--- src/rtl/pixel_pipeline_credit_ctrl.sv ---
// rtl/pixel_pipeline_credit_ctrl.sv - credit-based flow control around a fixed-latency pixel pipeline
// Credits cover words in the pipeline plus words in the output FIFO, so the FIFO never overflows in normal use.
module pixel_pipeline_credit_ctrl #(
    parameter int DATA_WIDTH = 128,
    parameter int LATENCY    = 24,
    parameter int FIFO_DEPTH = 32
) (
    input  logic                              aclk,
    input  logic                              resetn,

    input  logic                              s_axis_tvalid,
    output logic                              s_axis_tready,
    input  logic                              s_axis_tlast,
    input  logic [DATA_WIDTH-1:0]             s_axis_tdata,

    output logic                              pipe_in_valid,
    output logic                              pipe_in_last,
    output logic [DATA_WIDTH-1:0]             pipe_in_data,

    input  logic                              pipe_out_valid,
    input  logic                              pipe_out_last,
    input  logic [DATA_WIDTH-1:0]             pipe_out_data,

    output logic                              m_axis_tvalid,
    input  logic                              m_axis_tready,
    output logic                              m_axis_tlast,
    output logic [DATA_WIDTH-1:0]             m_axis_tdata,

    input  logic                              flush_req,
    output logic                              flush_done,
    output logic                              pixelInPipeline,
    output logic [$clog2(FIFO_DEPTH+1)-1:0]   reserved_count,
    output logic                              overflow_err
);

    localparam int AW = $clog2(FIFO_DEPTH);
    localparam int CW = $clog2(FIFO_DEPTH + 1);

    if (FIFO_DEPTH < 2 || (FIFO_DEPTH & (FIFO_DEPTH - 1)) != 0 || LATENCY < 1) begin : g_bad_params
        $error("pixel_pipeline_credit_ctrl: FIFO_DEPTH must be a power of two >= 2 and LATENCY >= 1");
    end

    typedef enum logic [1:0] {
        ST_IDLE,
        ST_DRAIN,
        ST_DONE
    } state_t;

    state_t                 state;
    state_t                 state_nxt;
    logic [AW:0]            wr_ptr;
    logic [AW:0]            rd_ptr;
    logic [DATA_WIDTH:0]    mem [FIFO_DEPTH];
    logic                   fifo_full;
    logic                   fifo_empty;
    logic                   rd_en;
    logic                   wr_en;
    logic                   accept;
    logic                   tready_q;
    logic [CW-1:0]          count_nxt;

    assign s_axis_tready   = tready_q;
    assign accept          = s_axis_tvalid & tready_q;

    assign pipe_in_valid   = accept;
    assign pipe_in_last    = s_axis_tlast;
    assign pipe_in_data    = s_axis_tdata;

    assign fifo_empty      = (wr_ptr == rd_ptr);
    assign fifo_full       = (wr_ptr[AW] != rd_ptr[AW]) && (wr_ptr[AW-1:0] == rd_ptr[AW-1:0]);
    assign m_axis_tvalid   = !fifo_empty;
    assign rd_en           = m_axis_tvalid & m_axis_tready;
    // A read in the same cycle frees the slot the incoming word needs.
    assign wr_en           = pipe_out_valid & (!fifo_full | rd_en);
    assign {m_axis_tlast, m_axis_tdata} = mem[rd_ptr[AW-1:0]];

    assign flush_done      = (state == ST_DONE);
    assign pixelInPipeline = (reserved_count != '0);

    always_comb begin
        count_nxt = reserved_count;
        if (accept && !rd_en) begin
            count_nxt = reserved_count + 1'b1;
        end else if (!accept && rd_en && reserved_count != '0) begin
            // Stale post-reset words carry no credit; never wrap below zero.
            count_nxt = reserved_count - 1'b1;
        end
    end

    always_comb begin
        state_nxt = state;
        case (state)
            ST_IDLE:  if (flush_req) state_nxt = ST_DRAIN;
            ST_DRAIN: if (count_nxt == '0) state_nxt = ST_DONE;
            ST_DONE:  state_nxt = ST_IDLE;
            default:  state_nxt = ST_IDLE;
        endcase
    end

    always_ff @(posedge aclk or negedge resetn) begin
        if (!resetn) begin
            state          <= ST_IDLE;
            reserved_count <= '0;
            tready_q       <= 1'b0;
            wr_ptr         <= '0;
            rd_ptr         <= '0;
            overflow_err   <= 1'b0;
        end else begin
            state          <= state_nxt;
            reserved_count <= count_nxt;
            // Registered so upstream ready never combinationally follows m_axis_tready.
            tready_q       <= (state_nxt == ST_IDLE) && (count_nxt < CW'(FIFO_DEPTH));
            if (wr_en) begin
                wr_ptr <= wr_ptr + 1'b1;
            end
            if (rd_en) begin
                rd_ptr <= rd_ptr + 1'b1;
            end
            if (pipe_out_valid && fifo_full && !rd_en) begin
                overflow_err <= 1'b1;
            end
        end
    end

    always_ff @(posedge aclk) begin
        if (wr_en) begin
            mem[wr_ptr[AW-1:0]] <= {pipe_out_last, pipe_out_data};
        end
    end

endmodule

--- config.mk ---
export PLATFORM = sky130hd
export DESIGN_NAME = pixel_pipeline_credit_ctrl
export DESIGN_NICKNAME = d
export VERILOG_FILES = /design/src/rtl/pixel_pipeline_credit_ctrl.sv
export SDC_FILE = /design/constraint.sdc
export NUM_CORES = 2
export LEC_CHECK = 0
export BUFFER_PORTS_ARGS = -buffer_cell sky130_fd_sc_hd__buf_2
export CORE_AREA = 4 4 532 534
export CTS_BUF_LIST = sky130_fd_sc_hd__clkbuf_8
export DETAILED_ROUTE_END_ITERATION = 10
export DIE_AREA = 0 0 536 538
export GPL_ROUTABILITY_DRIVEN = 1
export PLACE_DENSITY = 0.81
export SYNTH_ARGS = -nofsm -noshare
export SYNTH_HDL_FRONTEND = slang
export SYNTH_MEMORY_MAX_BITS = 65536
export SYNTH_SLANG_ARGS = --single-unit
--- constraint.sdc ---
create_clock -name aclk -period 9.7 [get_ports aclk]
set_clock_uncertainty 0.05 [all_clocks]
set_input_delay 1.455 -clock aclk [delete_from_list [all_inputs] [get_ports aclk]]
set_output_delay 1.455 -clock aclk [all_outputs]
set_load 0.1 [all_outputs]
# Word-level counts from Yosys, hierarchy flattened
# Memories as Yosys holds them, arrays and structs flattened.
# Index checks and enable logic that the tools add are counted.
word_totals:
  register_bits: 22
  out_inout_bits: 270
  elab_cells: 43
  ramBits: 4128
  in_bits: 264
  memories: 1
mem_list:
  columns: ["memory", "depth", "width", "read_ports", "rd_clocked_by_memory_dff", "write_ports", "line_no", "rtl"]
  rows:
  - ["mem", 32, 129, 1, 0, 1, "53", "logic [DATA_WIDTH:0] mem [FIFO_DEPTH];"]
op_classes:
  n_reduce_logical: 15
  add_sub_neg: 4
  n_lt_le_gt_ge: 1
  bitwise: 4
  eq_ne: 5
  mux: 7
op_table:
  columns: ["operator", "n"]
  rows:
  - ["$add 6x1->6 const B", 3]
  - ["$mux 6", 2]
  - ["$logic_and 1x1->1", 7]
  - ["$eq 6x6->1", 1]
  - ["$logic_not 6->1", 1]
  - ["$lt 6x6->1 const B", 1]
  - ["$reduce_bool 6->1", 1]
  - ["$sub 6x1->6 const B", 1]
  - ["$eq 5x5->1", 1]
  - ["$logic_not 1->1", 4]
  - ["$logic_not 2->1", 2]
  - ["$mux 2", 2]
  - ["$pmux 2 s2", 1]
  - ["$and 1x1->1", 3]
  - ["$eq 2x1->1 const B", 1]
  - ["$eq 2x2->1 const B", 1]
  - ["$mux 1", 2]
  - ["$ne 1x1->1", 1]
  - ["$or 1x1->1", 1]

# Longest topological paths before layout
depth:
  depth_word: 12
  ltp_mapped: 9
  depth_no_buf: 8

# Worst setup path after synthesis
# Ideal clock, no wire load.
synth_path:
  kind: "input port to flip-flop"
  from: "input port m_axis_tready"
  to: "memory mem[31][0] in the netlist's numbering, enable pin"
  cell_stages: 5
  t_required_ns: 9.031
  slack_ns: 1.407
  n_path_buf: 1
  arrival_ns: 7.623
  setup_time_ns: 0.619
  cell_sequence: "nor2_1 a21boi_1 nand2_1 clkbuf_1 nor2_1"
synth_between:
  elab_chain_cells: 5
synth_lines:
  columns: ["item", "line_no", "rtl"]
  rows:
  - ["start: declaration", "25", "input logic m_axis_tready,"]
  - ["$and 1x1->1", "72", "assign rd_en = m_axis_tvalid & m_axis_tready;"]
  - ["$or 1x1->1", "74", "assign wr_en = pipe_out_valid & (!fifo_full | rd_en);"]
  - ["$and 1x1->1", "74", null]
  - ["$mux 1", "126", "if (wr_en) begin"]
  - ["$mux 1 (not written as such)", "127", "mem[wr_ptr[AW-1:0]] <= {pipe_out_last, pipe_out_data};"]
  - ["end: declaration", "53", null]
# Every way passes these cells.

# Final worst setup path
layout_path:
  from: "register rd_ptr[4]"
  to: "output port m_axis_tdata[36]"
layout_between:
  elab_chain_cells: 1
layout_lines:
  columns: ["item", "line_no", "rtl"]
  rows:
  - ["start: declaration", "52", "logic [AW:0] rd_ptr;"]
  - ["start signal: assignment", "117", "rd_ptr <= rd_ptr + 1'b1;"]
  - ["$mem_v2 32x129", null, null]
  - ["end: declaration", "27", "output logic [DATA_WIDTH-1:0] m_axis_tdata,"]
# Every way passes these cells.

==> qor.yml <==
finish:
  multi_input_area_um2: 31600
  drive_above_1_share_pct: 36.7
  final_nets: 7022
  area_delta_synth_final_pct: 11.0
  seq_area_um2: 125000
  n_fill_cell: 16960
  postLayoutCoreUtil_pct: 63.0
sta:
  slew_violations: 0
  hold_viol: 0
  setup-tns-final_ns: 0
  rsz0062_at_grt: "no"
  fmax_ghz: 0.138
  finalSetupViolations: 0
  min_period_over_period_pct: 74.7
  finalHoldWorstSlack_ns: 0.249
  relSlewSlack_pct: 13.1
  tightestPinTransition_ns: 1.30
  finalWorstPathRequiredPeriod_ns: 7.24
cts:
  cts.sinks: 4150
  cts_tree: "built"
  cts.root.buffer_cell: "clkbuf_8"
  htreeDepth: 6
  cts-resized-gates: 0
  cts_setup_buffers: 0
  cts.clk_slew.worst_paths_ns: 0.06
  clock_latency_ns: 1.14
  clockBufferDepth: 4
  numCtsBuffers: 632
  ctsHoldBuffers: 0
synthesis:
  synth_cell_type_count: 42
  synth_top_area_cell: "edfxtp_1"
  syn-num-nets: 6422
  synth.top_cells.by_count: "edfxtp_1, mux4_2, clkbuf_1"
  ys_ff_latch: 4150
  synth_top_cell_area_share_pct: 78.4
  syn_area_per_cell_um2: 25.7
  dominantRegCellSynth: "edfxtp_1"
  yosysMostFrequentCell: "edfxtp_1"
  syn_area_um2: 158000
  async_reset_ff_share_pct: 0.530
  synth_edf_count: 4128
  yosysSeqAreaShare_pct: 78.7
  syn_inst: 6151
  ys_warn_count: 0
  yosys-top-cells-area: "edfxtp_1, mux4_2, mux2_2"
setup_path:
  crit_family: "buffers and inverters"
  crit_path_max_fanout: 45
  worst_path_max_delay_cell: "buf_4"
  crit_type: "register to primary output"
  r2r_end: "mem[31][50]"
  worstPathCellList: "buf_4 -> buf_4 -> buf_4 -> mux4_2 -> mux2_2 -> buf_2"
  start_kind: "register"
  ff2ff_path_depth: 8
  r2r_slack_ns: 4.29
  crit_buf_inv: 4
  cp_common_cell: "buf_4"
  worst_ep_arrival_time_ns: 5.74
  r2r_start: "rd_ptr[1]"
  cpPeakStageDelay_ns: 0.89
  end_kind: "primary output"
  critPathRequiredTime_ns: 8.20
global_route:
  grt_max_degree: 148
  grt_overflow: 0
  grt_pass1_wl_um: 556000
  grt_antenna_before_repair: 73
  grt_pass1_vias: 75342
  track_usage_pct: 27.2
outcome:
  outcome: "finished, final reports clean"
power:
  seqPwrFrac_pct: 39.6
  power.density_nw_per_um2: 307
  p_int_w: 0.0344
  swShare_pct: 36.2
  p_clk_share_pct: 24.9
  switchingPower_w: 0.0195
  leakage_nw: 54.8
  vdd_ir_drop_max_mv: 0.465
  power_frac_comb_pct: 35.5
hold_path:
  hp-class: "input port to asynchronous set/reset pin"
route:
  drtPass1Iterations: 5
  vias: 73274
  route.detailed.drc: 0
  drt-met1-wl_um: 131000
  top_layer: "met5"
  dr_wl_met3_um: 47800
  vias_per_cell: 6.65
  route.met2.wl_um: 193000
  wirelength_um: 391000
  wl_per_cell_um: 35.5
  drt_iter0_markers: 11029
  final_antenna_net_count: 0
placed_design:
  gp_congestion: 0.751
  dp_hpwl_um: 192000
  port_buffers: 275
floorplan:
  start_util_pct: 56.8
  fp.dieH_um: 538
  die_x_um: 536
  design.core.area_um2: 278000
  die_area_um2: 288000
  ios: 534
  rows: 194
run:
  max_cap_violations: 0
## power by group through the flow
stage	Sequential (W)	Clock, W	Combinational [W]
finish	0.0213	0.0134	0.0192
CTS	0.0213	0.0136	0.0194
floorplan	0.0217	0	0.0149
detailed placement	0.0217	0	0.0193
global route	0.0214	0.0145	0.0199
global placement	0.0216	0	0.0191
## layer usage
metal,global-route usage [%],vias up
met2,43.3,5412
met4,12.3,30
met3,6.14,1082
met1,36.6,38641
met5,0,-
li1,-,28109
## worst max-delay path by stage
stage                  startpoint               end  slack (ns)  depth (start not counted)
floorplan           m_axis_tready        mem[31][0]        1.41                          5
global placement        rd_ptr[4]  m_axis_tdata[15]        3.76                          6
detailed placement      rd_ptr[4]  m_axis_tdata[36]        3.69                          6
CTS                     rd_ptr[4]  m_axis_tdata[36]        2.40                          6
global route            rd_ptr[1]  m_axis_tdata[18]        2.40                          6
finish                  rd_ptr[4]  m_axis_tdata[36]        2.46                          6
## area by class of cell
| cell class | instances | area share (%) |
|---|---|---|
| Timing Repair Buffer | 405 | 1.64 |
| Multi-Input combinational cell | 1556 | 18.0 |
| Sequential cell | 4150 | 71.0 |
| Clock inverter | 487 | 1.61 |
| Inverter | 6 | 0.0128 |
| Tap cell | 3724 | 2.66 |
| Clock buffer | 640 | 5.02 |
| Antenna cell | 48 | 0.0684 |
## cell families (layout without fill, tap and decap cells)
group,count (synthesis),after routing,share of synthesized area [%]
buffers and inverters,445,1538,1.43
DFF,4150,4150,78.7
muxes,1426,1426,19.3
and+or+nand+nor,90,90,0.263
xor gates and xnor gates,19,19,0.129
AOI/OAI and AO/OA,14,14,0.0673
other,0,48,0
adders and majority gates,7,7,0.0554
## per-stage QoR
| step | cell area [µm²] | setup slack (ns) | total power (W) | std cells |
|---|---|---|---|---|
| global route | 175000 | 2.40 | 0.0559 | 10988 |
| detailed placement | 164000 | 3.69 | 0.0410 | 9841 |
| CTS | 175000 | 2.40 | 0.0543 | 10968 |
| global placement | 164000 | 3.76 | 0.0407 | 9841 |
| finish | 175000 | 2.46 | 0.0539 | 11016 |
| floorplan | 158000 | 1.41 | 0.0366 | 6151 |
## worst reg2reg max path: stages, from the launching register on
cell and delay [ns]:
dfrtp_4 1.03, xnor2_2 0.17, nand3_2 0.19, nor2_1 0.10, a21boi_1 0.56, nand2_1 0.70, nor2_4 0.70, buf_12 0.60
buf_4 0.90
## state kept, by name, summed over array words and instances (netlist names)
| name | count |
|---|---|
| reserved_count | 6 |
| mem | 4128 |
| state | 2 |
| overflow_err | 1 |
| wr_ptr | 6 |
| rd_ptr | 6 |
| s_axis_tready | 1 |
## cell usage in the layout (no fill, tap or decap), types with 32 or more instances in the layout
cell,n
mux2_2,130
buf_2,275
buf_4,88
clkbuf_8,640
inv_1,180
mux4_2,1290
buf_12,42
clkinv_2,74
nor2_4,32
clkinv_1,170
diode_2,48
edfxtp_1,4128
Power figures use the tool's default switching activity.
